### src/rtl/kf76489_write_arbiter.sv
// kf76489_write_arbiter: two-requester byte write arbiter and CE_N/WE_N bus sequencer for the KF76489 register port.
// Optional idle-lock timeout is enabled by defining KF76489_WRITE_ARB_LOCK_TIMEOUT_EN.
module kf76489_write_arbiter #(
    parameter int STROBE_CYCLES = 2,
    parameter int GAP_CYCLES    = 2,
    parameter int LOCK_TIMEOUT  = 256
) (
    input  logic       clock,
    input  logic       reset,
    input  logic       req0_valid,
    input  logic [7:0] req0_data,
    output logic       req0_ready,
    input  logic       req1_valid,
    input  logic [7:0] req1_data,
    output logic       req1_ready,
    output logic       CE_N,
    output logic       WE_N,
    output logic [7:0] D_OUT,
    input  logic       READY_IN,
    output logic       busy,
    output logic       locked,
    output logic       lock_owner
);
    typedef enum logic [2:0] {S_IDLE, S_SETUP, S_STROBE, S_WAIT_RDY, S_RECOVER} state_t;

    localparam int CMAX = (STROBE_CYCLES > GAP_CYCLES) ? STROBE_CYCLES : GAP_CYCLES;
    localparam int CW = $clog2(CMAX + 1);
    localparam logic [CW-1:0] S_LAST = CW'(STROBE_CYCLES - 1);
    localparam logic [CW-1:0] G_LAST = CW'((GAP_CYCLES > 0) ? GAP_CYCLES - 1 : 0);
    localparam state_t AFTER_WRITE = (GAP_CYCLES == 0) ? S_IDLE : S_RECOVER;

    state_t          r_state;
    logic [CW-1:0]   r_cnt;
    logic            r_rr;
    logic            r_locked;
    logic            r_owner;
    logic            w_elig0;
    logic            w_elig1;
    logic            w_gnt0;
    logic            w_gnt1;
    logic [7:0]      w_byte;
    logic            w_freq;
    logic            w_to_expire;

    // While locked only the owner may be granted; otherwise the rr pointer breaks ties.
    assign w_elig0 = req0_valid && (!r_locked || !r_owner);
    assign w_elig1 = req1_valid && (!r_locked || r_owner);
    assign w_gnt0  = !reset && r_state == S_IDLE && w_elig0 && (!w_elig1 || !r_rr);
    assign w_gnt1  = !reset && r_state == S_IDLE && w_elig1 && !w_gnt0;
    assign w_byte  = w_gnt1 ? req1_data : req0_data;
    assign w_freq  = w_byte[7] && !w_byte[4] && (w_byte[6:5] != 2'b11);

    assign req0_ready = w_gnt0;
    assign req1_ready = w_gnt1;
    assign busy       = r_state != S_IDLE;
    assign locked     = r_locked;
    assign lock_owner = r_owner;

`ifdef KF76489_WRITE_ARB_LOCK_TIMEOUT_EN
    localparam int TW = $clog2(LOCK_TIMEOUT + 1);
    localparam logic [TW-1:0] T_LAST = TW'(LOCK_TIMEOUT - 1);
    logic [TW-1:0] r_to_cnt;
    logic          w_to_inc;
    assign w_to_inc    = r_locked && r_state == S_IDLE && !(r_owner ? req1_valid : req0_valid);
    assign w_to_expire = w_to_inc && r_to_cnt == T_LAST;
    always_ff @(posedge clock) begin
        if (reset || w_gnt0 || w_gnt1 || w_to_expire)
            r_to_cnt <= '0;
        else if (w_to_inc)
            r_to_cnt <= r_to_cnt + 1'b1;
    end
`else
    assign w_to_expire = LOCK_TIMEOUT < 0;
`endif

    always_ff @(posedge clock) begin
        if (reset) begin
            r_state  <= S_IDLE;
            r_cnt    <= '0;
            CE_N     <= 1'b1;
            WE_N     <= 1'b1;
            D_OUT    <= 8'h00;
            r_rr     <= 1'b0;
            r_locked <= 1'b0;
            r_owner  <= 1'b0;
        end else begin
            case (r_state)
                S_IDLE: begin
                    if (w_gnt0 || w_gnt1) begin
                        D_OUT    <= w_byte;
                        CE_N     <= 1'b0;
                        r_state  <= S_SETUP;
                        r_locked <= w_freq;
                        if (w_freq)
                            r_owner <= w_gnt1;
                        if (!r_locked)
                            r_rr <= w_gnt0;
                    end else if (w_to_expire) begin
                        r_locked <= 1'b0;
                    end
                end
                S_SETUP: begin
                    WE_N    <= 1'b0;
                    r_cnt   <= '0;
                    r_state <= S_STROBE;
                end
                // READY is sampled on the last strobe clock so a ready core costs no extra cycle.
                S_STROBE: begin
                    if (r_cnt == S_LAST) begin
                        if (READY_IN) begin
                            CE_N    <= 1'b1;
                            WE_N    <= 1'b1;
                            r_cnt   <= '0;
                            r_state <= AFTER_WRITE;
                        end else begin
                            r_state <= S_WAIT_RDY;
                        end
                    end else begin
                        r_cnt <= r_cnt + 1'b1;
                    end
                end
                S_WAIT_RDY: begin
                    if (READY_IN) begin
                        CE_N    <= 1'b1;
                        WE_N    <= 1'b1;
                        r_cnt   <= '0;
                        r_state <= AFTER_WRITE;
                    end
                end
                S_RECOVER: begin
                    if (r_cnt == G_LAST)
                        r_state <= S_IDLE;
                    else
                        r_cnt <= r_cnt + 1'b1;
                end
                default: r_state <= S_IDLE;
            endcase
        end
    end
endmodule
### config.mk
export PLATFORM = sky130hd
export DESIGN_NAME = kf76489_write_arbiter
export DESIGN_NICKNAME = d
export VERILOG_FILES = /design/src/rtl/kf76489_write_arbiter.sv
export SDC_FILE = /design/constraint.sdc
export NUM_CORES = 1
export LEC_CHECK = 0
export ABC_CLOCK_PERIOD_IN_PS = 5400
export BUFFER_PORTS_ARGS = -buffer_cell sky130_fd_sc_hd__clkbuf_2
export CAP_MARGIN = 20
export CORE_ASPECT_RATIO = 1.25
export CORE_UTILIZATION = 52
export CTS_CLUSTER_DIAMETER = 40
export DETAILED_ROUTE_END_ITERATION = 16
export PLACE_DENSITY = 0.82
export SKIP_LAST_GASP = 1
export SYNTH_ARGS = -nofsm -noshare
export SYNTH_HDL_FRONTEND = slang
export SYNTH_SLANG_ARGS = --single-unit
### constraint.sdc
create_clock -name clock -period 5.4 [get_ports clock]
set_clock_uncertainty 0.2 [all_clocks]
set_input_delay 0.54 -clock clock [delete_from_list [all_inputs] [get_ports clock]]
set_output_delay 0.54 -clock clock [all_outputs]
set_load 0.01 [all_outputs]
==> summary.md <==
| Metric | Value |
|---|---|
| Post-synth EDFFs | 0 |
| Largest area contributor in the netlist | dfxtp_1 |
| Worst path buffer plus inverter count | 2 |
| Delay of the slowest cell on the worst path | 0.35 ns |
| Worst-path clk slew | 0.10 ns |
| Core Area | 0.00181 sq mm |
| Seq cells post-synth | 18 |
| Syn_area_per_cell | 8.82 sq um |
| Ys async rst share | 0 |
| Synth cell types | 36 |
| Hold-fix buffers, CTS | 0 |
| Slowest-stage cell, CP | nor4_4 |
| Top FF cell, synth | dfxtp_1 |
| Sequential-to-total area share from yosys stat | 0.349 |
| Cts bufs inserted | 3 |
| Post-CTS Setup Repair Bufs | 0 |
| Worst-Skew Late Latency | ~0.29 ns |
| Cell family with most CP delay | simple AND/OR/NAND/NOR gates |
| Period utilisation layout | 0.472 |
| RSZ-0062 raised after global routing | no |
| Initial DRC Count | 11 |
| Crit-path max FO | 19 |
| Total leakage power | 0.498 nW |
| Setup TNS | 0 ns |
| Area Growth Syn to Fin | 17.7% |
| Congestion Overflow GR | 0 |
| Detailed placement HPWL | 1670 um |
| Antenna-violating nets left | 0 |
| Post-route cell area | 0.00121 sq mm |
| Outcome | finished, final reports clean |
| Synth Cell Area | 0.00103 sq mm |
| Max Buffers Root-to-Sink | 2 |
| CTS root buf | clkbuf_4 |
| Die W | around 42 um |
| Worst Hold Class | reg2reg |
| Fin cells | between 150 and 200 |
| Maxcap violations | 0 |
| Most common cell after layout, fill and taps aside | clkbuf_2 |
| Worst relative slew slack | 0.671 |
| Via Count | approximately 980 |
| CTS tree | yes |
| Die area | 0.00217 sq mm |
| Clock Sinks | 18 |
| Cells after DPL | 165 |
| Critical path capture point type | primary output |
| Final Wtd Congestion | 0.859 |
| Synthesis warning total | 0 |
| Placed cell area | 0.00119 sq mm |
| Number of remaining DRC errors | 0 |
| First-pass GRT wire length | 3550 um |
| Worst EP required | 4.66 ns |
| Ports | 36 |
| Total track usage | 0.211 |
| Final setup fails | 0 |
| Yosys top cell area share | 0.349 |
| CP cell instances | clkbuf_2 -> nor4_4 -> nand3_2 -> nor2_8 -> clkbuf_2 |
| Slew Limit Fails | 0 |
| Max Clock Freq | 392 MHz |
| Most frequent cells in the layout | clkbuf_2, dfxtp_1, nor2_1, o21ai_0, a21oi_1 |
| Initial antenna violation count | 0 |
| P per Cell Area | 251 mW/mm^2 |
| Final WL | approximately 2200 um |
| # diodes | 0 |
| Cell row count | 17 |
| Share of layout cells above drive strength 1 | 0.336 |
| Wire per inst | 13.0 um |
| Die height | 51.8 um |
| Crit path DAT | ~1.8 ns |
| Worst ir drop on vdd | approximately 0.19 mV |
| Vias in the first global route | 863 |
| Cells after Synth | 117 |
| Type of origin of the critical path | input pin |
| Worst Path Class, Setup | in2out |
| Number of port buffers | 35 |
| Area contributors post-synth | dfxtp_1, mux2i_1, nor2_1, a211oi_2, o21ai_0 |
| Syn nets | 140 |
| CP most frequent cell | clkbuf_2 |
| First-pass DRT Iterations | 5 |
| Initial core utilization | 0.571 |
| # resized after CTS | 0 |
| Actual slew at the worst max-slew pin | 0.493 ns |
| Nets | ~170 |
| Htree depth | 1 |
| Largest net degree at the start of global routing | 20 |
| Final Hold Fails | 0 |
| Vias per inst | 5.83 |
| Crit path time final | between 2 and 3 ns |
[layout make-up]
type / count / area (sq um)
multi-input cells: 87 / 611
inverters: 6 / 22.5
clock buffers: 3 / 22.5
repair buffers: 35 / 175
flip-flops and latches: 18 / 360
fillers: 158 / 593
well taps: 19 / 23.8
[synthesized netlist by cell type, types with 2 or more instances]
| master | count |
|---|---|
| mux2i_1 | 7 |
| o21ai_0 | 9 |
| or3_1 | 2 |
| ha_1 | 2 |
| nand2b_1 | 3 |
| nand2_1 | 7 |
| a21boi_0 | 2 |
| nor2_1 | 16 |
| buf_6 | 2 |
| a211oi_2 | 4 |
| dfxtp_1 | 18 |
| a311oi_1 | 3 |
| nand3_1 | 2 |
| a21oi_1 | 8 |
| clkbuf_1 | 3 |
| nand3b_1 | 4 |
| inv_1 | 6 |
[metal layers]
metal  up-vias  track usage  wire length, um
met3         6       0.0278              113
li1        484            -                -
met1       450        0.238              934
met2        39        0.391             1090
met4         0       0.0968               37
met5         -            0                0
[stage by stage]
step / power [mW] / setup slack (ns) / hold slack (ns) / util
6_report: 0.304 / 2.85 / 0.308 / 0.672
3_5_place_dp: 0.243 / 2.85 / 0.289 / 0.660
2_1_floorplan: 0.216 / 3.26 / 0.260 / -
4_1_cts: 0.310 / 2.83 / 0.297 / 0.672
5_1_grt: 0.322 / 2.74 / 0.326 / 0.672
3_3_place_gp: 0.240 / 2.90 / 0.274 / 0.660
[power by group]
part | leakage [nW] | switching (mW) | internal (mW) | total [mW]
Combinational | 0.337 | 0.0466 | 0.0358 | 0.0824
Clock | 0.0138 | 0.0392 | 0.0259 | 0.0652
Sequential | 0.148 | 0.0113 | 0.146 | 0.157
Total | 0.498 | 0.0971 | 0.207 | 0.304
[flip-flops by register name, summed over array words and instances, names as in the netlist]
| register | count |
|---|---|
| WE_N | 1 |
| r_state | 3 |
| r_cnt | 2 |
| r_rr | 1 |
| CE_N | 1 |
| locked | 1 |
| lock_owner | 1 |
| D_OUT | 8 |
[kinds of logic (layout without fill, tap and decap cells)]
| logic type | after synthesis | in the layout | share of synthesized area |
|---|---|---|---|
| simple gates | 41 | 41 | 0.229 |
| mux | 7 | 7 | 0.0679 |
| fa+ha+maj | 2 | 2 | 0.0242 |
| buf+inv | 12 | 44 | 0.0594 |
| flops | 18 | 18 | 0.349 |
| compound gates | 37 | 37 | 0.270 |
[worst paths after layout]
kind                                start                    end  slack [ns]  depth (start not counted)
setup reg to reg  r_state[2]$_SDFFE_PP0P_  D_OUT[5]$_SDFFE_PP0P_        3.29                          5
hold / removal          r_rr$_SDFFE_PP0P_      r_rr$_SDFFE_PP0P_        0.31                          1
hold reg to reg         r_rr$_SDFFE_PP0P_      r_rr$_SDFFE_PP0P_        0.31                          1
setup / recovery                    reset             req1_ready        2.85                          5
[worst reg2reg max path: cells and delay by family, from the launching register on]
kind             cells  cell delay (ns)
AND/OR/NAND/NOR      2             0.53
flip-flops           1             0.45
AO/OA/AOI/OAI        3             0.83
Note: power is estimated with default switching activity, not from simulation.
